$ cat config.mk
export PLATFORM = sky130hd
export DESIGN_NAME = scmp_bus_uart_flat
export DESIGN_NICKNAME = d
export VERILOG_FILES = /design/src/rtl/scmp_bus_pkg.sv /design/src/rtl/scmp_bus_if.sv /design/src/rtl/scmp_sync_fifo.sv /design/src/rtl/scmp_bus_uart.sv /design/src/flat_wrapper.sv
export SDC_FILE = /design/constraint.sdc
export NUM_CORES = 1
export LEC_CHECK = 0
export CORE_UTILIZATION = 40
export CTS_BUF_LIST = sky130_fd_sc_hd__clkbuf_4
export DETAILED_ROUTE_END_ITERATION = 12
export SLEW_MARGIN = 20
export SYNTH_ARGS = -nofsm -noshare
export SYNTH_HDL_FRONTEND = slang
export SYNTH_SLANG_ARGS = --single-unit
$ cat constraint.sdc
create_clock -name clk -period 4.3 [get_ports clk]
set_input_delay 1.29 -clock clk [delete_from_list [all_inputs] [get_ports clk]]
set_output_delay 1.29 -clock clk [all_outputs]
set_load 0.03 [all_outputs]
$ cat src/rtl/scmp_bus_pkg.sv
// Shared definitions for the SC/MP bus UART: register map, STATUS bit positions,
// serial engine state encodings and the divisor clamp helper.
package scmp_bus_pkg;

    localparam logic [1:0] REG_DATA   = 2'd0;
    localparam logic [1:0] REG_STATUS = 2'd1;
    localparam logic [1:0] REG_DIV_LO = 2'd2;
    localparam logic [1:0] REG_DIV_HI = 2'd3;

    localparam int ST_RX_VALID = 0;
    localparam int ST_TX_FULL  = 1;
    localparam int ST_TX_EMPTY = 2;
    localparam int ST_OVERRUN  = 3;
    localparam int ST_TX_BUSY  = 4;
    localparam int ST_TX_IE    = 5;

    typedef enum logic [1:0] {
        TX_IDLE  = 2'd0,
        TX_START = 2'd1,
        TX_DATA  = 2'd2,
        TX_STOP  = 2'd3
    } uart_tx_state_t;

    typedef enum logic [1:0] {
        RX_IDLE  = 2'd0,
        RX_START = 2'd1,
        RX_DATA  = 2'd2,
        RX_STOP  = 2'd3
    } uart_rx_state_t;

    // A divisor of 0 or 1 cannot give a half-bit point, so it runs as 2.
    function automatic logic [15:0] eff_div(input logic [15:0] d);
        return (d < 16'd2) ? 16'd2 : d;
    endfunction

endpackage

$ cat src/rtl/scmp_bus_if.sv
// SC/MP CPU bus as seen by a memory-mapped responder: strobes, address, CPU data out
// and the responder's read data with its output-enable.
interface scmp_bus_if;

    // Strobes are active low and level-sampled by the responder clock; a transfer
    // completes on the rising edge of RD_n or WR_n. rd_data is meaningful only
    // while rd_oe=1.
    logic        ADS_n;
    logic        RD_n;
    logic        WR_n;
    logic [11:0] addr;
    logic [7:0]  D_o;
    logic [7:0]  rd_data;
    logic        rd_oe;

    modport master (
        output ADS_n, RD_n, WR_n, addr, D_o,
        input  rd_data, rd_oe
    );

    modport slave (
        input  ADS_n, RD_n, WR_n, addr, D_o,
        output rd_data, rd_oe
    );

endinterface

$ cat src/rtl/scmp_sync_fifo.sv
// Small synchronous FIFO with combinational read of the head entry.
// A push into a full FIFO is accepted only when a pop happens in the same cycle.
module scmp_sync_fifo #(
    parameter int AW = 2,
    parameter int W  = 8
) (
    input  logic          clk,
    input  logic          rst_n,
    input  logic          push,
    input  logic [W-1:0]  wdata,
    input  logic          pop,
    output logic [W-1:0]  rdata,
    output logic          full,
    output logic          empty,
    output logic [AW:0]   count
);

    localparam int DEPTH = 1 << AW;
    localparam logic [AW:0] FULL_CNT = {1'b1, {AW{1'b0}}};

    logic [W-1:0]  mem_q [DEPTH];
    logic [W-1:0]  mem_d [DEPTH];
    logic [AW-1:0] wr_ptr_q, wr_ptr_d;
    logic [AW-1:0] rd_ptr_q, rd_ptr_d;
    logic [AW:0]   count_q, count_d;
    logic          do_push, do_pop;

    assign do_pop  = pop & (count_q != '0);
    assign do_push = push & ((count_q != FULL_CNT) | do_pop);

    always_comb begin
        mem_d    = mem_q;
        wr_ptr_d = wr_ptr_q;
        rd_ptr_d = rd_ptr_q;
        count_d  = count_q;
        if (do_push) begin
            mem_d[wr_ptr_q] = wdata;
            wr_ptr_d        = wr_ptr_q + 1'b1;
        end
        if (do_pop) begin
            rd_ptr_d = rd_ptr_q + 1'b1;
        end
        case ({do_push, do_pop})
            2'b10:   count_d = count_q + 1'b1;
            2'b01:   count_d = count_q - 1'b1;
            default: count_d = count_q;
        endcase
    end

    always_ff @(posedge clk or negedge rst_n) begin
        if (!rst_n) begin
            for (int i = 0; i < DEPTH; i++) begin
                mem_q[i] <= '0;
            end
            wr_ptr_q <= '0;
            rd_ptr_q <= '0;
            count_q  <= '0;
        end else begin
            mem_q    <= mem_d;
            wr_ptr_q <= wr_ptr_d;
            rd_ptr_q <= rd_ptr_d;
            count_q  <= count_d;
        end
    end

    assign rdata = mem_q[rd_ptr_q];
    assign full  = (count_q == FULL_CNT);
    assign empty = (count_q == '0);
    assign count = count_q;

endmodule

$ cat src/rtl/scmp_bus_uart.sv
// SC/MP bus responder exposing an 8N1 UART in a 4-byte window of one address page:
// bus decode, DATA/STATUS/divisor registers, TX FIFO + shifter and RX engine.
module scmp_bus_uart
    import scmp_bus_pkg::*;
#(
    parameter logic [3:0]  PAGE    = 4'h1,
    parameter logic [11:0] BASE    = 12'hF00,
    parameter int          FIFO_AW = 2,
    parameter logic [15:0] DIV_RST = 16'd434
) (
    input  logic             clk,
    input  logic             rst_n,
    scmp_bus_if.slave        bus,
    input  logic             rx,
    output logic             tx,
    output logic             irq,
    output uart_tx_state_t   tx_state_o,
    output uart_rx_state_t   rx_state_o,
    output logic [FIFO_AW:0] tx_fifo_count_o
);

    // Bus front end and register file
    logic [3:0]  page_q, page_d;
    logic        rd_n_q, wr_n_q;
    logic [7:0]  wdata_q, wdata_d;
    logic [7:0]  rd_data_q, rd_data_d;
    logic [7:0]  rx_buf_q, rx_buf_d;
    logic        rx_valid_q, rx_valid_d;
    logic        overrun_q, overrun_d;
    logic        tx_ie_q, tx_ie_d;
    logic [15:0] div_q, div_d;
    logic        sel, rd_rise, wr_rise;
    logic [1:0]  reg_idx;
    logic [7:0]  status;
    logic [15:0] div_eff;

    // TX engine
    uart_tx_state_t tx_state_q, tx_state_d;
    logic [15:0] tx_cnt_q, tx_cnt_d;
    logic [7:0]  tx_shift_q, tx_shift_d;
    logic [2:0]  tx_bit_q, tx_bit_d;
    logic        tx_push, tx_pop;
    logic [7:0]  fifo_rdata;
    logic        tx_full, tx_empty, tx_busy;

    // RX engine
    uart_rx_state_t rx_state_q, rx_state_d;
    logic [15:0] rx_cnt_q, rx_cnt_d;
    logic [7:0]  rx_shift_q, rx_shift_d;
    logic [2:0]  rx_bit_q, rx_bit_d;
    logic        rx_s1_q, rx_s2_q;
    logic        rx_done;

    assign reg_idx = bus.addr[1:0];
    assign sel     = (page_q == PAGE) && (bus.addr[11:2] == BASE[11:2]);
    assign rd_rise = ~rd_n_q & bus.RD_n & sel;
    assign wr_rise = ~wr_n_q & bus.WR_n & sel;
    assign div_eff = eff_div(div_q);
    assign tx_busy = (tx_state_q != TX_IDLE);

    always_comb begin
        status              = 8'h00;
        status[ST_RX_VALID] = rx_valid_q;
        status[ST_TX_FULL]  = tx_full;
        status[ST_TX_EMPTY] = tx_empty;
        status[ST_OVERRUN]  = overrun_q;
        status[ST_TX_BUSY]  = tx_busy;
        status[ST_TX_IE]    = tx_ie_q;
    end

    always_comb begin
        page_d     = page_q;
        wdata_d    = wdata_q;
        rd_data_d  = rd_data_q;
        rx_buf_d   = rx_buf_q;
        rx_valid_d = rx_valid_q;
        overrun_d  = overrun_q;
        tx_ie_d    = tx_ie_q;
        div_d      = div_q;
        tx_push    = 1'b0;

        if (!bus.ADS_n) page_d = bus.D_o[3:0];
        if (!bus.WR_n) wdata_d = bus.D_o;

        case (reg_idx)
            REG_DATA:   rd_data_d = rx_buf_q;
            REG_STATUS: rd_data_d = status;
            REG_DIV_LO: rd_data_d = div_q[7:0];
            REG_DIV_HI: rd_data_d = div_q[15:8];
            default:    rd_data_d = 8'h00;
        endcase

        if (wr_rise) begin
            case (reg_idx)
                REG_DATA:   tx_push = 1'b1;
                REG_STATUS: begin
                    tx_ie_d = wdata_q[ST_TX_IE];
                    if (wdata_q[ST_OVERRUN]) overrun_d = 1'b0;
                end
                REG_DIV_LO: div_d[7:0]  = wdata_q;
                REG_DIV_HI: div_d[15:8] = wdata_q;
                default:    tx_push = 1'b0;
            endcase
        end

        if (rd_rise && (reg_idx == REG_DATA)) rx_valid_d = 1'b0;

        // A frame landing on the same edge as the DATA read counts as fresh, not overrun.
        if (rx_done) begin
            rx_buf_d = rx_shift_q;
            if (rx_valid_d) overrun_d = 1'b1;
            rx_valid_d = 1'b1;
        end
    end

    always_ff @(posedge clk or negedge rst_n) begin
        if (!rst_n) begin
            page_q     <= 4'h0;
            rd_n_q     <= 1'b1;
            wr_n_q     <= 1'b1;
            wdata_q    <= 8'h00;
            rd_data_q  <= 8'h00;
            rx_buf_q   <= 8'h00;
            rx_valid_q <= 1'b0;
            overrun_q  <= 1'b0;
            tx_ie_q    <= 1'b0;
            div_q      <= DIV_RST;
        end else begin
            page_q     <= page_d;
            rd_n_q     <= bus.RD_n;
            wr_n_q     <= bus.WR_n;
            wdata_q    <= wdata_d;
            rd_data_q  <= rd_data_d;
            rx_buf_q   <= rx_buf_d;
            rx_valid_q <= rx_valid_d;
            overrun_q  <= overrun_d;
            tx_ie_q    <= tx_ie_d;
            div_q      <= div_d;
        end
    end

    assign bus.rd_data = rd_data_q;
    assign bus.rd_oe   = sel & ~bus.RD_n;
    assign irq         = rx_valid_q | (tx_empty & tx_ie_q);

    scmp_sync_fifo #(.AW(FIFO_AW), .W(8)) u_tx_fifo (
        .clk   (clk),
        .rst_n (rst_n),
        .push  (tx_push),
        .wdata (wdata_q),
        .pop   (tx_pop),
        .rdata (fifo_rdata),
        .full  (tx_full),
        .empty (tx_empty),
        .count (tx_fifo_count_o)
    );

    // TX: STOP chains straight into START when another byte is waiting.
    always_comb begin
        tx_state_d = tx_state_q;
        tx_cnt_d   = tx_cnt_q;
        tx_shift_d = tx_shift_q;
        tx_bit_d   = tx_bit_q;
        tx_pop     = 1'b0;
        case (tx_state_q)
            TX_IDLE: begin
                if (!tx_empty) begin
                    tx_pop     = 1'b1;
                    tx_shift_d = fifo_rdata;
                    tx_cnt_d   = div_eff - 16'd1;
                    tx_state_d = TX_START;
                end
            end
            TX_START: begin
                if (tx_cnt_q == 16'd0) begin
                    tx_cnt_d   = div_eff - 16'd1;
                    tx_bit_d   = 3'd0;
                    tx_state_d = TX_DATA;
                end else begin
                    tx_cnt_d = tx_cnt_q - 16'd1;
                end
            end
            TX_DATA: begin
                if (tx_cnt_q == 16'd0) begin
                    tx_cnt_d = div_eff - 16'd1;
                    if (tx_bit_q == 3'd7) begin
                        tx_state_d = TX_STOP;
                    end else begin
                        tx_shift_d = {1'b0, tx_shift_q[7:1]};
                        tx_bit_d   = tx_bit_q + 3'd1;
                    end
                end else begin
                    tx_cnt_d = tx_cnt_q - 16'd1;
                end
            end
            TX_STOP: begin
                if (tx_cnt_q == 16'd0) begin
                    if (!tx_empty) begin
                        tx_pop     = 1'b1;
                        tx_shift_d = fifo_rdata;
                        tx_cnt_d   = div_eff - 16'd1;
                        tx_state_d = TX_START;
                    end else begin
                        tx_state_d = TX_IDLE;
                    end
                end else begin
                    tx_cnt_d = tx_cnt_q - 16'd1;
                end
            end
            default: tx_state_d = TX_IDLE;
        endcase
    end

    // Line level comes straight from the state so an asynchronous reset idles it at once.
    always_comb begin
        case (tx_state_q)
            TX_START: tx = 1'b0;
            TX_DATA:  tx = tx_shift_q[0];
            default:  tx = 1'b1;
        endcase
    end

    // RX: sample at mid-start, then one sample per bit period.
    always_comb begin
        rx_state_d = rx_state_q;
        rx_cnt_d   = rx_cnt_q;
        rx_shift_d = rx_shift_q;
        rx_bit_d   = rx_bit_q;
        rx_done    = 1'b0;
        case (rx_state_q)
            RX_IDLE: begin
                if (!rx_s2_q) begin
                    rx_cnt_d   = (div_eff >> 1) - 16'd1;
                    rx_state_d = RX_START;
                end
            end
            RX_START: begin
                if (rx_cnt_q == 16'd0) begin
                    if (rx_s2_q) begin
                        rx_state_d = RX_IDLE;
                    end else begin
                        rx_cnt_d   = div_eff - 16'd1;
                        rx_bit_d   = 3'd0;
                        rx_state_d = RX_DATA;
                    end
                end else begin
                    rx_cnt_d = rx_cnt_q - 16'd1;
                end
            end
            RX_DATA: begin
                if (rx_cnt_q == 16'd0) begin
                    rx_shift_d = {rx_s2_q, rx_shift_q[7:1]};
                    rx_cnt_d   = div_eff - 16'd1;
                    if (rx_bit_q == 3'd7) begin
                        rx_state_d = RX_STOP;
                    end else begin
                        rx_bit_d = rx_bit_q + 3'd1;
                    end
                end else begin
                    rx_cnt_d = rx_cnt_q - 16'd1;
                end
            end
            RX_STOP: begin
                if (rx_cnt_q == 16'd0) begin
                    rx_done    = rx_s2_q;
                    rx_state_d = RX_IDLE;
                end else begin
                    rx_cnt_d = rx_cnt_q - 16'd1;
                end
            end
            default: rx_state_d = RX_IDLE;
        endcase
    end

    always_ff @(posedge clk or negedge rst_n) begin
        if (!rst_n) begin
            tx_state_q <= TX_IDLE;
            tx_cnt_q   <= 16'd0;
            tx_shift_q <= 8'h00;
            tx_bit_q   <= 3'd0;
            rx_state_q <= RX_IDLE;
            rx_cnt_q   <= 16'd0;
            rx_shift_q <= 8'h00;
            rx_bit_q   <= 3'd0;
            rx_s1_q    <= 1'b1;
            rx_s2_q    <= 1'b1;
        end else begin
            tx_state_q <= tx_state_d;
            tx_cnt_q   <= tx_cnt_d;
            tx_shift_q <= tx_shift_d;
            tx_bit_q   <= tx_bit_d;
            rx_state_q <= rx_state_d;
            rx_cnt_q   <= rx_cnt_d;
            rx_shift_q <= rx_shift_d;
            rx_bit_q   <= rx_bit_d;
            rx_s1_q    <= rx;
            rx_s2_q    <= rx_s1_q;
        end
    end

    assign tx_state_o = tx_state_q;
    assign rx_state_o = rx_state_q;

endmodule

$ cat src/flat_wrapper.sv
// flat-port wrapper written by rule: the top's interface ports become plain ports
module scmp_bus_uart_flat import scmp_bus_pkg::*;
#(
    parameter logic [3:0]  PAGE    = 4'h1,
    parameter logic [11:0] BASE    = 12'hF00,
    parameter int          FIFO_AW = 2,
    parameter logic [15:0] DIV_RST = 16'd434
)
  (clk, rst_n, rx, tx, irq, tx_state_o, rx_state_o, tx_fifo_count_o, bus_ADS_n, bus_RD_n, bus_WR_n, bus_addr, bus_D_o, bus_rd_data, bus_rd_oe);
  scmp_bus_if bus_i ();
  input  logic clk;
  input  logic rst_n;
  input  logic rx;
  output logic tx;
  output logic irq;
  output uart_tx_state_t tx_state_o;
  output uart_rx_state_t rx_state_o;
  output logic [FIFO_AW:0] tx_fifo_count_o;
  input wire logic [$bits(bus_i.ADS_n)-1:0] bus_ADS_n;
  input wire logic [$bits(bus_i.RD_n)-1:0] bus_RD_n;
  input wire logic [$bits(bus_i.WR_n)-1:0] bus_WR_n;
  input wire logic [$bits(bus_i.addr)-1:0] bus_addr;
  input wire logic [$bits(bus_i.D_o)-1:0] bus_D_o;
  output wire logic [$bits(bus_i.rd_data)-1:0] bus_rd_data;
  output wire logic [$bits(bus_i.rd_oe)-1:0] bus_rd_oe;
  assign bus_i.ADS_n = bus_ADS_n;
  assign bus_i.RD_n = bus_RD_n;
  assign bus_i.WR_n = bus_WR_n;
  assign bus_i.addr = bus_addr;
  assign bus_i.D_o = bus_D_o;
  assign bus_rd_data = bus_i.rd_data;
  assign bus_rd_oe = bus_i.rd_oe;
  scmp_bus_uart #(.PAGE(PAGE), .BASE(BASE), .FIFO_AW(FIFO_AW), .DIV_RST(DIV_RST)) u_core (.clk(clk), .rst_n(rst_n), .bus(bus_i), .rx(rx), .tx(tx), .irq(irq), .tx_state_o(tx_state_o), .rx_state_o(rx_state_o), .tx_fifo_count_o(tx_fifo_count_o));
endmodule
==> Implementation_results.wiki, run 1 <==
{| class="wikitable"
! Metric !! Value
|-
| Fraction of synthesis flops using an asynchronous set or reset pin || 1.000
|-
| Non-filler cells, final || about 1200
|-
| Worst reg2reg path depth || 13
|-
| Areal power density over the cells || roughly 550 mW/mm^2
|-
| DRC errors left || 0
|-
| Die ar. || about 0.022 mm^2
|-
| Clock network fraction of design power || 0.161
|-
| # H-tree levels || 4
|-
| Reported net switching power || ~2400 uW
|-
| Floorplan core area || 0.02109 mm^2
|-
| Biggest fanout along the worst timing path || 4
|-
| Critical path class || in2out
|-
| Sw Share || 0.4556
|-
| Hold buffers post-CTS || 0
|-
| Antenna violations before repair || 1
|-
| CTS tree || yes
|-
| Static leakage || 0.004214 uW
|-
| Inserted Clock Buffers || 17
|-
| Total count of max-transition violations in the final report || 0
|-
| Detailed placer's ending HPWL || 15040 um
|-
| Area grow syn2layout || 11.54%
|-
| Maximum buffer depth of the clock tree || 2
|-
| Mean post-synth cell area || ~10 um^2
|-
| Met2 wire length || roughly 9700 um
|-
| Clock tree sinks || between 100 and 150
|-
| Startpoint types || input pin
|-
| Cells after synthesis || 831
|-
| Metal3 WL || approximately 940 um
|-
| Crit path arrival time || between 2 and 3 ns
|-
| Worst hold start || u_core.rx_s1_q
|-
| Uppermost layer routed || met4
|-
| Routed WL per cell || about 19 um
|-
| Maximum achievable frequency || 0.2576 GHz
|-
| Worst min-delay path class || reg2reg
|-
| Total area of sequential cells || between 0.003 and 0.004 mm^2
|-
| Part of the total power dissipated in sequential elements || 0.372
|-
| Starting Density || 0.4102
|-
| Sequential share of the synthesized area || 0.4295
|-
| Post-cts resize count || 0
|-
| Start point of the critical path || bus_addr[9]
|-
| DRT iter0 DRCs || slightly below 500
|-
| VDD IR-drop max || about 0.00024 V
|-
| Top-Level Pins || 44
|-
| Post-detailed-route count of antenna-violating nets || 0
|-
| Number of library cell types mapped by synthesis || between 70 and 80
|-
| Leading cell type in the layout, fill and taps excluded || dfrtp_1
|-
| Sum of routed wire segments on met1 || between 10000 and 15000 um
|-
| Number of flops mapped to enable cells by yosys || 0
|-
| Multi-input combinational cell area || between 0.004 and 0.005 mm^2
|-
| Worst setup EP type || primary output
|-
| Internal power || between 2000 and 3000 uW
|-
| Die boundary height || 149.1 um
|-
| Final cell utilization of the core || 0.4575
|-
| Outcome || finished clean
|-
| Synthesis warning total || 0
|-
| Max-slew headroom at the worst pin || 0.3946
|-
| Clock slew at the register clock pins of the worst setup and hold paths || roughly 0.15 ns
|-
| Crit share post-route || 0.9027
|-
| Required time of the worst setup path || around 3 ns
|-
| FILL cells || approximately 2000
|-
| Number of global-route vias before repair || 6460
|-
| I/O Buffers || 43
|-
| Clock latency on the worst-skew pair || a little under 0.6 ns
|-
| Largest clock skew in the final design || 0.02316 ns
|-
| All-layer global routing usage || 0.2061
|-
| Aggregate routed wire length || ~21000 um
|-
| Global-route wire length before repair || roughly 35000 um
|-
| Buffer type at the clock tree root || clkbuf_4
|-
| Total global routing overflow || 0
|-
| Iteration count of the initial detailed-routing pass || 6
|-
| Largest net degree at the start of global routing || around 70
|-
| Count of final setup violators || 0
|-
| Cell depth of the worst min-delay path || 0
|-
| Most frequently used flop master after synthesis || dfrtp_1
|-
| Worst R2R Start || u_core.div_q[8]
|-
| Total Neg Setup Slack || 0 ns
|-
| Synthesis-stage register bit count || around 150
|-
| Vias after detailed routing || around 6600
|-
| Total of max-cap violations || 0
|-
| Comb power frac || 0.467
|-
| Fin worst setup slack || around 0.42 ns
|-
| Final critical delay including setup and external delays || 3.882 ns
|-
| Die extent in x || approximately 150 um
|-
| Routability cong. || about 0.84
|-
| Slew at the pin with the worst max-slew slack || 0.8998 ns
|-
| Most used cells in the layout excluding fill and tap cells || dfrtp_1, nor2_1, o21ai_0
|-
| Number of setup buffers added after CTS || 0
|-
| Unrepaired setup endpoints after global routing || false
|-
| Nets || 917
|-
| Via count normalized by instance count || about 5.7
|-
| Share of final-layout standard cells stronger than drive strength 1 || 0.2000
|-
| Number of hold-slack violations in the final timing report || 0
|-
| Cell area after technology mapping || around 0.0086 mm^2
|-
| Synthesized Nets || 881
|-
| Site row count || 53
|-
| Total instance count after detailed placement || roughly 1100
|-
| Worst setup timing slack at the placement stage || 0.4280 ns
|}
==> final cells by class <==
cell class	count	share of cell area
clock inverter	15	0.01401
clock buffer	17	0.01323
inverter	23	0.008948
sequential	148	0.3850
antenna	1	0.0002594
timing repair buffer	63	0.06134
tap	275	0.03566
multi-input combinational	614	0.4815
==> per-stage QoR <==
stage | power, uW | area, um^2 | hold slack, ns
after floorplan | 3744 | 8650 | 0.3452
after global placement | 4430 | 9383 | 0.3459
after detailed placement | 4456 | 9383 | 0.3491
after CTS | 5321 | 9646 | 0.3703
after global routing | 5726 | 9648 | 0.3716
final | 5315 | 9648 | 0.3680
==> registers in the layout (all words and copies together), names as in the netlist, 3 cells and up, named ones only <==
name                    flops
u_core.u_tx_fifo.count      3
u_core.rx_shift_q           8
u_core.rx_bit_q             3
u_core.tx_shift_q           8
u_core.u_tx_fifo.mem_q     32
u_core.rx_cnt_q            16
u_core.tx_cnt_q            16
u_core.bus.rd_data          8
u_core.rx_buf_q             8
u_core.page_q               4
u_core.wdata_q              8
u_core.tx_bit_q             3
u_core.div_q               16
==> power by group through the flow <==
stage / clock network (uW) / logic, uW / registers, uW
finish: 857 / 2480 / 1970
detailed placement: 0 / 2460 / 2000
global placement: 0 / 2430 / 2000
global route: 940 / 2760 / 2020
floorplan: 0 / 1810 / 1940
CTS: 882 / 2470 / 1970
==> kinds of logic after synthesis <==
kind of cell             share of synthesized area
AND/OR/NAND/NOR                             0.1515
AO/OA/AOI/OAI                               0.1494
flip-flops                                  0.4295
multiplexers                                0.1697
buffers and inverters                      0.03399
XOR/XNOR                                   0.03038
adder cells (fa/ha/maj)                    0.03559
==> synth_stat cells (11+ instances only) <==
library cell  instances  area share
dfrtp_1             139        0.40
nor2_1               71       0.031
o21ai_0              66       0.038
nand2_1              55       0.024
mux2_2               49       0.064
a21oi_1              47       0.027
clkbuf_1             39       0.017
mux2_4               32       0.056
nor3_1               26       0.015
ha_1                 23       0.033
inv_1                22      0.0095
xnor2_1              18       0.018
nand3_1              17      0.0098
mux4_2               14       0.036
a22o_1               12       0.012
mux2i_1              12       0.014
xor2_1               12       0.012
nor4_1               11      0.0080
or3_1                11      0.0080
==> worst max-delay path, stage by stage <==
cell and delay (ns):
clkdlybuf4s50_1 0.45, nor4bb_1 0.25, nand4_1 0.25, nor2_1 0.17, buf_4 0.18
==> path summary, 6_finish.rpt <==
kind	end	slack, ns
min in group asynchronous	u_core.u_tx_fifo.mem_q[11]	0.64
min	u_core.rx_s2_q	0.37
min reg2reg	u_core.rx_s2_q	0.37
max	bus_rd_oe	0.42
max in group asynchronous	u_core.tx_cnt_q[5]	2.85
max reg2reg	u_core.rx_cnt_q[11]	0.68
==> routing by layer <==
layer	vias to the layer above	track usage
li1	3140	-
met4	0	0.07245
met3	27	0.03547
met2	197	0.3142
met5	-	0
met1	3219	0.2943
No activity file was read; power rests on OpenSTA's default activity.
==> inputs of run 2 (changes only) <==
- GPL_ROUTABILITY_DRIVEN: default -> 0
==> results of run 2 <==
Final layout, timing and power as in run 1 (identical DEF).
==> inputs of run 3 (changes only) <==
- CTS_BUF_LIST: sky130_fd_sc_hd__clkbuf_4 -> sky130_fd_sc_hd__clkbuf_8 sky130_fd_sc_hd__clkbuf_16
==> run 3 against run 2 <==
Effect of this change: count of clock-buffer cells in the layout unchanged; first-iteration DRC count is 7.1% higher; clock power grew 68%; power grew 11%.
==> Implementation_results.wiki, run 3 (same netlist as run 1, synthesis figures left out) <==
{| class="wikitable"
! Metric !! Value
|-
| Final critical delay including setup and external delays || 3.875 ns (was 3.882 ns)
|-
| Antenna violations before repair || 0 (was 1)
|-
| Hold slack || 0.3578 ns (was 0.3680 ns)
|-
| Buffer type at the clock tree root || clkbuf_16 (was clkbuf_4)
|-
| Multi-input combinational cell area || 0.004646 mm^2 (unchanged)
|-
| Maximum buffer depth of the clock tree || 2 (unchanged)
|-
| Total of max-cap violations || 0 (unchanged)
|-
| Final cell utilization of the core || 0.4715 (was 0.4575)
|-
| Count of final setup violators || 0 (unchanged)
|-
| Startpoint types || input pin (unchanged)
|-
| Starting Density || 0.4102 (unchanged)
|-
| Aggregate routed wire length || 21500 um (was 21460 um)
|-
| Critical path class || in2out (unchanged)
|-
| Routed WL per cell || 18.62 um (was 18.56 um)
|-
| VDD IR-drop max || 0.0003513 V (was 0.0002364 V)
|-
| Crit share post-route || 0.9012 (was 0.9027)
|-
| Via count normalized by instance count || 5.712 (was 5.695)
|-
| Total count of max-transition violations in the final report || 0 (unchanged)
|-
| Outcome || finished clean (unchanged)
|-
| Chain of cells forming the critical path || clkdlybuf4s50_1, nor4bb_1, nand4_1, nor2_1, buf_4 (unchanged)
|-
| Maximum achievable frequency || 0.2581 GHz (was 0.2576 GHz)
|-
| Die boundary height || 149.1 um (unchanged)
|-
| Top-Level Pins || 44 (unchanged)
|-
| Layer with the highest usage after global routing || met2 (unchanged)
|-
| Post-cts resize count || 0 (unchanged)
|-
| All-layer global routing usage || 0.2082 (was 0.2061)
|-
| Kind of cell adding the most delay to the critical path || simple AND/OR/NAND/NOR gates (unchanged)
|-
| Met2 GRT Util || 0.3158 (was 0.3142)
|-
| Global-route wire length before repair || 35720 um (was 35490 um)
|-
| Post-detailed-route count of antenna-violating nets || 0 (unchanged)
|-
| Max-slew headroom at the worst pin || 0.4107 (was 0.3946)
|-
| Total global routing overflow || 0 (unchanged)
|-
| Largest clock skew in the final design || 0.009580 ns (was 0.02316 ns)
|-
| DRT iter0 DRCs || 529 (was 494)
|-
| Die ar. || 0.02222 mm^2 (unchanged)
|-
| Worst setup EP type || primary output (unchanged)
|-
| Met1 Resource Use GR || 0.2979 (was 0.2943)
|-
| Crit path arrival time || 2.59 ns (about the same)
|-
| DRC errors left || 0 (unchanged)
|-
| Nets || 917 (unchanged)
|-
| Biggest fanout along the worst timing path || 4 (unchanged)
|-
| Hold buffers post-CTS || 0 (unchanged)
|-
| Max stage delay on crit path || 0.45 ns (about the same)
|-
| Total Neg Setup Slack || 0 ns (unchanged)
|-
| Required time of the worst setup path || 3.01 ns (about the same)
|-
| I/O Buffers || 43 (unchanged)
|-
| Die extent in x || 149.1 um (unchanged)
|-
| Worst min-delay path class || reg2reg (unchanged)
|-
| Fin worst setup slack || 0.4249 ns (was 0.4183 ns)
|-
| FILL cells || 1982 (was 2026)
|-
| Clock latency on the worst-skew pair || 0.43 ns (was 0.58 ns)
|-
| Register containing the most flip-flops in the final layout || u_core.u_tx_fifo.mem_q (unchanged)
|-
| Leading cell type in the layout, fill and taps excluded || dfrtp_1 (unchanged)
|-
| Number of global-route vias before repair || 6431 (was 6460)
|-
| Slew at the pin with the worst max-slew slack || 0.8758 ns (was 0.8998 ns)
|-
| Largest register FFs || 32 (unchanged)
|-
| Area grow syn2layout || 14.96% (was 11.54%)
|-
| Number of setup buffers added after CTS || 0 (unchanged)
|-
| Share of final-layout standard cells stronger than drive strength 1 || 0.2000 (unchanged)
|-
| Total area of sequential cells || 0.003715 mm^2 (unchanged)
|-
| Diode count || 0 (was 1)
|-
| Met3 track demand over resource || 0.03639 (was 0.03547)
|-
| Unrepaired setup endpoints after global routing || false (unchanged)
|-
| # H-tree levels || 4 (unchanged)
|-
| Site row count || 53 (unchanged)
|-
| CTS tree || yes (unchanged)
|-
| Worst setup timing slack at the placement stage || 0.4280 ns (unchanged)
|-
| Detailed placer's ending HPWL || 15040 um (unchanged)
|-
| Clock tree sinks || 148 (unchanged)
|-
| Most used cells in the layout excluding fill and tap cells || dfrtp_1, nor2_1, o21ai_0 (unchanged)
|-
| Largest net degree at the start of global routing || 71 (unchanged)
|-
| Vias after detailed routing || 6597 (was 6583)
|-
| Non-filler cells, final || 1155 (was 1156)
|-
| Number of hold-slack violations in the final timing report || 0 (unchanged)
|-
| Cell with the largest stage delay on the worst path || clkdlybuf4s50_1 (unchanged)
|-
| Clock slew at the register clock pins of the worst setup and hold paths || 0.07 ns (was 0.15 ns)
|-
| Areal power density over the cells || 592.9 mW/mm^2 (was 550.9 mW/mm^2)
|-
| Inserted Clock Buffers || 17 (unchanged)
|-
| Static leakage || 0.004345 uW (was 0.004214 uW)
|-
| Total instance count after detailed placement || 1123 (unchanged)
|-
| Iteration count of the initial detailed-routing pass || 5 (was 6)
|-
| Floorplan core area || 0.02109 mm^2 (unchanged)
|-
| Total buffers and inverters traversed by the critical path || 2 (unchanged)
|}
-- run 3: changes by cell type in the layout (fill, tap and decap cells not counted), sizes merged --
cell   before  now
diode       1    0
-- run 3: worst reg2reg max path, cell delays in order, from the launching register on --
cell,delay (ns)
dfstp_2,0.62
nor4_1,0.07
buf_4,0.17
nand4_1,0.09
nor2_1,0.07
nor2_1,0.10
ha_1,0.20
or3b_2,0.49
or4_1,0.50
nor3_1,0.28
nand2_1,0.11
xnor2_1,0.36
o211ai_1,0.15
a32o_1,0.27
-- run 3: final timing paths --
path	cells after the start	slack, ns	endpoint	start
setup / recovery	5	0.42	bus_rd_oe	bus_addr[9]
hold / removal	0	0.36	u_core.rx_s2_q	u_core.rx_s1_q
setup reg to reg	13	0.71	u_core.rx_cnt_q[11]	u_core.div_q[8]
hold reg to reg	0	0.36	u_core.rx_s2_q	u_core.rx_s1_q
max in group asynchronous	2	2.71	u_core.rx_s1_q	rst_n
min in group asynchronous	1	0.80	u_core.u_tx_fifo.mem_q[11]	rst_n
-- run 3: metrics by stage --
| stage | power, uW | instance area, um^2 |
|---|---|---|
| final | 5895 | 9943 |
| after global routing | 6316 | 9943 |
| after CTS | 5918 | 9943 |
| after detailed placement | 4456 | 9383 |
| after global placement | 4430 | 9383 |
| after floorplan | 3744 | 8650 |
-- run 3: per-layer routing --
layer / vias to the layer above / routed length [um]
li1: 3133 / -
met5: - / 0
met4: 0 / 461
met3: 28 / 924
met2: 184 / 9767
met1: 3252 / 10350
-- run 3: final cells by class --
cell class,instances,area share
well taps,275,0.03460
flip-flops and latches,148,0.3736
repair buffers,63,0.05952
clock inverters,15,0.01359
multi-input cells,614,0.4672
inverters,23,0.008683
clock buffers,17,0.04278
-- run 3: where the power goes --
part | internal (uW) | leakage [uW] | switching (uW) | total, uW
Clock | 765 | 0.000273 | 677 | 1440
Sequential | 1650 | 0.00191 | 329 | 1980
Combinational | 992 | 0.00217 | 1480 | 2480
Total | 3410 | 0.00435 | 2490 | 5890
